==> config.mk <==
export PLATFORM = sky130hd
export DESIGN_NAME = rr_shared_reg_arbiter
export DESIGN_NICKNAME = d
export VERILOG_FILES = /design/src/rtl/rr_shared_reg_arbiter.sv
export SDC_FILE = /design/constraint.sdc
export NUM_CORES = 1
export LEC_CHECK = 0
export ABC_AREA = 1
export BUFFER_PORTS_ARGS = -buffer_cell sky130_fd_sc_hd__buf_4
export CELL_PAD_IN_SITES_DETAIL_PLACEMENT = 0
export CELL_PAD_IN_SITES_GLOBAL_PLACEMENT = 1
export CORE_ASPECT_RATIO = 1.2
export CORE_MARGIN = 3
export CORE_UTILIZATION = 35
export DETAILED_ROUTE_END_ITERATION = 10
export PLACE_DENSITY = 0.83
export REMOVE_ABC_BUFFERS = 1
export SLEW_MARGIN = 30
export SYNTH_ARGS = -nofsm -noshare
export SYNTH_HDL_FRONTEND = slang
export SYNTH_SLANG_ARGS = --single-unit
==> constraint.sdc <==
create_clock -name clk -period 2.31 [get_ports clk]
set_input_delay 0 -clock clk [delete_from_list [all_inputs] [get_ports clk]]
set_output_delay 0 -clock clk [all_outputs]
set_load 0.02 [all_outputs]
==> src/rtl/rr_shared_reg_arbiter.sv <==
// Round-robin arbiter and write sequencer for a single shared WIDTH-bit register.
// Grants one requester at a time and supports locked bursts capped at MAX_BURST beats.
module rr_shared_reg_arbiter #(
    parameter int unsigned N_REQ     = 4,
    parameter int unsigned WIDTH     = 8,
    parameter int unsigned MAX_BURST = 4
) (
    input  logic                       clk,
    input  logic                       reset,
    input  logic [N_REQ-1:0]           req_i,
    input  logic [N_REQ-1:0]           lock_i,
    input  logic [N_REQ*WIDTH-1:0]     data_i,
    output logic [N_REQ-1:0]           gnt_o,
    output logic [$clog2(N_REQ)-1:0]   owner_o,
    output logic [WIDTH-1:0]           q_o,
    output logic                       q_valid_o
);

    localparam int unsigned OW = $clog2(N_REQ);
    localparam int unsigned CW = $clog2(MAX_BURST + 1);

    typedef enum logic {StIdle, StGrant} state_e;

    state_e           state_q;
    logic [OW-1:0]    ptr_q;
    logic [OW-1:0]    owner_q;
    logic [CW-1:0]    beat_cnt_q;
    logic [N_REQ-1:0] gnt_q;
    logic [WIDTH-1:0] q_q;
    logic             q_valid_q;

    logic [OW-1:0]    winner;
    logic [OW-1:0]    scan_idx;
    logic             found;
    logic             beat;
    logic             stay;

    // Scan requesters starting at the round-robin pointer; first hit wins.
    always_comb begin
        winner   = '0;
        scan_idx = '0;
        found    = 1'b0;
        for (int unsigned i = 0; i < N_REQ; i++) begin
            scan_idx = OW'((32'(ptr_q) + i) % N_REQ);
            if (!found && req_i[scan_idx]) begin
                found  = 1'b1;
                winner = scan_idx;
            end
        end
    end

    assign beat = req_i[owner_q];
    assign stay = beat && lock_i[owner_q] && ((32'(beat_cnt_q) + 32'd1) < MAX_BURST);

    always_ff @(posedge clk) begin
        if (reset) begin
            state_q    <= StIdle;
            ptr_q      <= '0;
            owner_q    <= '0;
            beat_cnt_q <= '0;
            gnt_q      <= '0;
            q_q        <= '0;
            q_valid_q  <= 1'b0;
        end else begin
            q_valid_q <= 1'b0;
            case (state_q)
                StIdle: begin
                    if (req_i != '0) begin
                        state_q    <= StGrant;
                        gnt_q      <= N_REQ'(1) << winner;
                        owner_q    <= winner;
                        beat_cnt_q <= '0;
                    end
                end
                StGrant: begin
                    if (beat) begin
                        q_q        <= data_i[32'(owner_q)*WIDTH +: WIDTH];
                        q_valid_q  <= 1'b1;
                        beat_cnt_q <= beat_cnt_q + CW'(1);
                    end
                    // Every release passes through IDLE and advances the pointer past the owner.
                    if (!stay) begin
                        state_q <= StIdle;
                        gnt_q   <= '0;
                        ptr_q   <= (owner_q == OW'(N_REQ - 1)) ? '0 : owner_q + OW'(1);
                    end
                end
                default: state_q <= StIdle;
            endcase
        end
    end

    assign gnt_o     = gnt_q;
    assign owner_o   = owner_q;
    assign q_o       = q_q;
    assign q_valid_o = q_valid_q;

endmodule

==> results.py, run 1 <==
metrics = {
    "routing": {
        "initialDrtViolationCount": 79,
        "wl_um": 3850,
        "ant_nets": 0,
        "route.vias.total": 1571,
        "via_per_inst": 4.83,
        "drt-wirelength-per-cell_um": 11.8,
        "drc": 0,
        "dr.pass1.iters": 7,
    },
    "floorplan": {
        "core-area_um2": 3780,
        "dieWidth_um": 64.4,
        "ioPinCount": 57,
        "start_util_pct": 37.8,
        "fp.dieArea_um2": 4890,
        "die_y_um": 76.0,
        "rows": 24,
    },
    "clocking": {
        "cts_root_buf": "clkbuf_8",
        "hold_buffers": 0,
        "clock_latency_ns": 0.25,
        "path_clk_slew_ns": 0.08,
        "clkSinkCount": 21,
        "cts.repair.resized": 0,
        "post-cts-setup-buffers": 0,
        "clockBufferDepth": 2,
        "htreeDepth": 1,
        "cts_tree": "built",
        "cts_buffers": 3,
    },
    "sta": {
        "hold_slack_ns": 0.0391,
        "relSlewSlack_pct": 75.5,
        "slew_violations": 0,
        "finalHoldViolCount": 0,
        "fmax_mhz": 586,
        "rsz0062_at_grt": "false",
        "tightest_slew_ns": 0.367,
        "fin_crit_ns": 1.71,
        "setup_viol": 0,
        "fin_setup_tns_ns": 0,
        "setup_ws_ns": 0.603,
        "skew_ns": 0.00242,
        "fin_crit_sh_pct": 73.9,
    },
    "synthesis": {
        "yosys.area.top_type_share_pct": 29.4,
        "synthXorXnorAreaFrac_pct": 0.612,
        "netlist_instances": 220,
        "synth_warnings": 0,
        "synthTopCellsByArea": "dfxtp_1 (29%), nand2_1 (13%), o21ai_0 (9.1%)",
        "synth.avg_cell_area_um2": 6.50,
        "synth_area_leader_cell": "dfxtp_1",
        "synthMuxAreaShare_pct": 0,
        "ys_types": 29,
        "yosys.area_share.adder_pct": 1.75,
        "synth_area_um2": 1430,
        "ys_seq_area_share_pct": 29.4,
        "synth_compound_area_share_pct": 22.3,
        "synth_seq_cells": 21,
        "synth_top_family_by_area": "simple AND/OR/NAND/NOR gates",
        "synth_simple_gate_area_share_pct": 36.0,
    },
    "worst_setup_path": {
        "worstPathCellList": "inv_4 > nand2_1 > nand2_1 > nand2_1 > nand2_4 > inv_2 > nand2_1 > nand2_1 > nand2_1 > nand2_2 > nand2_2 > o21ai_1 > inv_1",
        "slowest_stage": "dfxtp_1",
        "arrival_ns": 1.86,
        "path_buf_inv": 3,
        "cp.required_ns": 2.47,
        "critical-path-max-stage-delay_ns": 0.54,
        "startpoint_type": "flop",
        "critical_path_class": "flop to flop",
        "crit_path_max_fanout": 11,
        "endpoint_kind": "flop",
        "crit_top_cell": "nand2_1",
        "critPathTopFamily": "simple AND/OR/NAND/NOR gates",
    },
    "global_routing": {
        "grt_pass1_wl_um": 6470,
        "grt_usage_pct": 16.1,
        "grt.overflow.total": 0,
        "antenna_found_initial": 0,
        "grt_pass1_vias": 1509,
        "grt_max_degree": 18,
    },
    "finish": {
        "area_growth_pct": 34.3,
        "fin_nets": 318,
        "final_common_cell": "buf_4",
        "layout-drive-gt1-share_pct": 31.5,
        "finalNonFillerCells": 325,
        "fillers": 419,
        "diodes": 0,
        "layout_common_cells": "buf_4 (60), nand2_1 (50), o21ai_0 (26)",
        "utilization_pct": 50.8,
    },
    "power_and_ir_drop": {
        "power_switching_w": 0.000694,
        "power_density_nw_per_um2": 818,
        "leakage_nw": 0.930,
        "p_comb_share_pct": 54.0,
        "clock_power_share_pct": 15.0,
        "peakVddDrop_mv": 0.396,
        "p_sw_share_pct": 44.1,
        "p_int_w": 0.000878,
        "power_frac_seq_pct": 31.1,
    },
    "hold_path": {
        "min_path_type": "input pin to flop",
    },
    "run": {
        "drv_cap": 0,
    },
    "place": {
        "dp_cells": 321,
        "place_hpwl_um": 3110,
        "io_buffers": 56,
        "pre_cts_ws_ns": 0.608,
        "globalplace.congestion": 0.734,
    },
    "outcome": {
        "outcome": "complete, no violations",
    },
}
[sequential cells by signal, indices dropped and copies added (netlist names)]
register and cells:
beat_cnt_q 3, ptr_q 2, gnt_o 4, state_q 1
q_o 8, q_valid_o 1, owner_o 2
[synthesized netlist by cell type]
master and n:
nand3_4 1, buf_2 5, nand2_1 50, inv_4 1, buf_6 1, nand2_4 3
nor2_2 1, a21oi_1 21, a31oi_1 1, a21boi_2 1, o21ai_0 26, nand3_1 12
nor2_1 22, o21ai_1 2, nand3_2 1, clkbuf_1 2, inv_2 1, nand4_2 1
inv_1 14, ha_1 2, xor2_1 1, buf_12 1, nor2_4 1, clkinv_1 2
dfxtp_1 21, o22ai_1 9, buf_1 2, nand2_2 11, nand4_1 4
[cell families (layout without fill, tap and decap cells)]
logic type,count (synthesis),after routing
DFF,21,21
buffers and inverters,29,82
and+or+nand+nor,107,107
AOI/OAI and AO/OA,60,60
adders and majority gates,2,2
xor gates and xnor gates,1,1
[metrics by stage]
stage          instance area (um2)  total power, W
2_1_floorplan                 1360         0.00106
3_3_place_gp                  1870         0.00136
3_5_place_dp                  1870         0.00136
4_1_cts                       1920         0.00160
5_1_grt                       1920         0.00172
6_report                      1920         0.00157
[worst paths after layout]
path | to | cells past startpoint | startpoint | slack, ns
min reg2reg | q_o[6] | 2 | q_o[6] | 0.47
min | q_o[2] | 2 | reset | 0.04
max | owner_o[0] | 13 | ptr_q[0] | 0.60
max reg2reg | owner_o[0] | 13 | ptr_q[0] | 0.60
[routing by layer]
layer / vias to the layer above / part of all wire (%) / GRT usage, % / wire, um
li1: 836 / - / - / -
met1: 674 / 42 / 19.3 / 1630
met2: 55 / 49 / 28.4 / 1890
met3: 6 / 7.0 / 4.13 / 268
met4: 0 / 1.5 / 3.81 / 57
met5: - / 0 / 0 / 0
[power by group through the flow]
stage                     Clock [W]  Combinational, W  Sequential [W]
after detailed placement          0          0.000861        0.000497
after CTS                  0.000245          0.000862        0.000489
after floorplan                   0          0.000491        0.000567
final                      0.000236          0.000848        0.000488
after global placement            0          0.000861        0.000495
after global routing       0.000264          0.000958        0.000500
[cell type report]
type | instances | area, um2 | area share (%)
clock buffer | 3 | 41.3 | 2.15
tap | 52 | 65.1 | 3.39
clock inverter | 1 | 5.00 | 0.261
inverter | 18 | 70.1 | 3.65
sequential | 21 | 420 | 21.9
timing repair buffer | 60 | 450 | 23.5
multi-input combinational | 170 | 868 | 45.2
Note: power is estimated with default switching activity, not from simulation.
==> run 2, diff against run 1 <==
--- a/config.mk
+++ b/config.mk
@@ -5,15 +5,15 @@
 export SDC_FILE = /design/constraint.sdc
 export NUM_CORES = 1
 export LEC_CHECK = 0
-export ABC_AREA = 1
+export ABC_AREA = 0
 export BUFFER_PORTS_ARGS = -buffer_cell sky130_fd_sc_hd__buf_4
 export CELL_PAD_IN_SITES_DETAIL_PLACEMENT = 0
 export CELL_PAD_IN_SITES_GLOBAL_PLACEMENT = 1
 export CORE_ASPECT_RATIO = 1.2
 export CORE_MARGIN = 3
-export CORE_UTILIZATION = 35
+export CORE_UTILIZATION = 30
 export DETAILED_ROUTE_END_ITERATION = 10
-export PLACE_DENSITY = 0.83
+export PLACE_DENSITY = 0.74
 export REMOVE_ABC_BUFFERS = 1
 export SLEW_MARGIN = 30
 export SYNTH_ARGS = -nofsm -noshare
==> constraint.sdc (replaced) <==
create_clock -name clk -period 1.4 [get_ports clk]
set_input_delay 0 -clock clk [delete_from_list [all_inputs] [get_ports clk]]
set_output_delay 0 -clock clk [all_outputs]
set_load 0.02 [all_outputs]
==> results.py, run 2 <==
metrics = {
    "floorplan": {
        "ioPinCount": 57,
        "start_util_pct": 31.8,
        "fp.dieArea_um2": 4730,
        "die_y_um": 74.8,
        "core-area_um2": 3720,
        "dieWidth_um": 63.3,
        "rows": 24,
    },
    "sta": {
        "setup_ws_ns": -0.137,
        "slew_violations": 0,
        "fin_crit_ns": 1.54,
        "hold_slack_ns": 0.0917,
        "fmax_mhz": 651,
        "skew_ns": 0.00156,
        "tightest_slew_ns": 0.288,
        "relSlewSlack_pct": 80.6,
        "fin_crit_sh_pct": 110,
        "rsz0062_at_grt": "true",
        "finalHoldViolCount": 0,
        "setup_viol": 18,
    },
    "power_and_ir_drop": {
        "total_power_w": 0.00160,
        "power_density_nw_per_um2": 868,
        "p_sw_share_pct": 29.1,
        "clock_power_share_pct": 25.0,
        "p_comb_share_pct": 33.3,
        "peakVddDrop_mv": 0.328,
        "leakage_nw": 0.773,
        "p_int_w": 0.00113,
        "power_switching_w": 0.000465,
        "power_frac_seq_pct": 41.7,
    },
    "clocking": {
        "clock_latency_ns": 0.26,
        "clkSinkCount": 21,
        "clockBufferDepth": 2,
        "cts_tree": "built",
        "cts_root_buf": "clkbuf_8",
        "htreeDepth": 1,
        "cts_buffers": 3,
        "path_clk_slew_ns": 0.08,
        "hold_buffers": 0,
    },
    "synthesis": {
        "synth_edf_count": 0,
        "synth_seq_cells": 21,
        "synth_common_cells": "nand2_1 (22), dfxtp_1 (21), a21oi_1 (17)",
        "netlist_instances": 121,
        "synth_warnings": 0,
        "synth_ff_type": "dfxtp_1",
        "synthTopCellsByArea": "dfxtp_1 (36%), mux4_2 (19%), a21oi_1 (7.2%)",
        "synth_area_leader_cell": "dfxtp_1",
        "yosysMostFrequentCell": "nand2_1",
        "synth_area_um2": 1180,
        "yosys.area.top_type_share_pct": 35.6,
        "ys_seq_area_share_pct": 35.6,
        "synth.avg_cell_area_um2": 9.77,
        "ys_types": 32,
        "synthArstFlopShare_pct": 0,
    },
    "finish": {
        "area_growth_pct": 55.6,
        "multiInputGateArea_um2": 743,
        "fin_nets": 235,
        "largest_register_ffs": 8,
        "fillers": 385,
        "layout-drive-gt1-share_pct": 53.2,
        "layout_common_cells": "buf_4 (74), nand2_1 (21), dfxtp_1 (19)",
        "diodes": 0,
        "final_common_cell": "buf_4",
        "finalNonFillerCells": 242,
        "regArea_um2": 425,
    },
    "global_routing": {
        "grt.overflow.total": 0,
        "grt.busiest_layer": "met2",
        "antenna_found_initial": 0,
        "grt_usage_pct": 14.8,
        "met1_usage_pct": 15.7,
        "met2_usage_pct": 27.7,
        "grt_pass1_vias": 1214,
        "grt_max_degree": 28,
        "grt_pass1_wl_um": 5550,
        "grt_use_met3_pct": 4.93,
    },
    "hold_path": {
        "min_path_type": "input pin to flop",
    },
    "routing": {
        "drc": 0,
        "drt-wirelength-per-cell_um": 13.8,
        "via_per_inst": 5.05,
        "initialDrtViolationCount": 49,
        "dr.pass1.iters": 4,
        "ant_nets": 0,
        "route.vias.total": 1222,
        "wl_um": 3350,
    },
    "worst_setup_path": {
        "critical_path_class": "flop to flop",
        "cp.required_ns": 1.58,
        "endpoint_kind": "flop",
        "crit_path_max_fanout": 3,
        "arrival_ns": 1.72,
        "startpoint_type": "flop",
    },
    "run": {
        "drv_cap": 0,
    },
    "place": {
        "io_buffers": 56,
        "dp_cells": 237,
        "place_hpwl_um": 2680,
        "globalplace.congestion": 0.896,
        "pre_cts_ws_ns": -0.264,
    },
    "outcome": {
        "outcome": "complete, but fails checks",
        "violations": "setup timing",
    },
}
==> run 2: what timing repair did <==
action,4_1_cts,5_1_grt
pin swaps,2,0
gates resized for setup,9,3
setup endpoints to repair,19,19
setup buffers,1,0
==> run 2: stage by stage <==
stage | setup TNS [ns] | cell area (um2) | utilization [%]
finish | -1.34 | 1840 | 49.4
global route | -2.49 | 1840 | 49.4
CTS | -1.26 | 1830 | 49.1
detailed placement | -2.68 | 1750 | 47.0
global placement | -2.32 | 1750 | 47.0
floorplan | -11.08 | 1140 | -
==> run 2: final timing paths <==
check / startpoint / endpoint / slack [ns] / cells after the start
min: reset / q_valid_o / 0.09 / 2
max: owner_o[0] / beat_cnt_q[2] / -0.14 / 4
max reg2reg: owner_o[0] / beat_cnt_q[2] / -0.14 / 4
min reg2reg: q_o[6] / q_o[6] / 0.46 / 2
==> run 2: area by class of cell <==
type                            count  area share (%)
Sequential cell                    21            23.1
Timing Repair Buffer               74            30.2
Tap cell                           52            3.54
Clock buffer                        3            2.24
Multi-Input combinational cell     90            40.4
Inverter                            1           0.204
Clock inverter                      1           0.272
==> run 2: logic make-up after synthesis <==
family,after synthesis,share of synthesized area [%]
compound gates,31,17.9
fa+ha+maj,2,2.12
mux,13,21.7
flops,21,35.6
buf+inv,10,4.23
simple gates,44,18.5
==> run 2: power groups by stage <==
| stage | Sequential (W) | Clock, W | Combinational, W |
|---|---|---|---|
| 3_5_place_dp | 0.000681 | 0 | 0.000515 |
| 3_3_place_gp | 0.000680 | 0 | 0.000507 |
| 5_1_grt | 0.000673 | 0.000435 | 0.000578 |
| 6_report | 0.000666 | 0.000399 | 0.000531 |
| 2_1_floorplan | 0.000737 | 0 | 0.000195 |
| 4_1_cts | 0.000667 | 0.000407 | 0.000532 |
==> run 2: worst max-delay path: stages (launching register included) <==
cell      delay [ns]
dfxtp_2         0.35
mux4_2          0.53
nand2_2         0.10
mux2_4          0.30
a211oi_2        0.18
==> run 2: metal layers <==
metal,share of wire [%],wire length (um)
met5,0,0
met4,1.3,44
met3,9.4,314
met2,52,1750
met1,37,1250
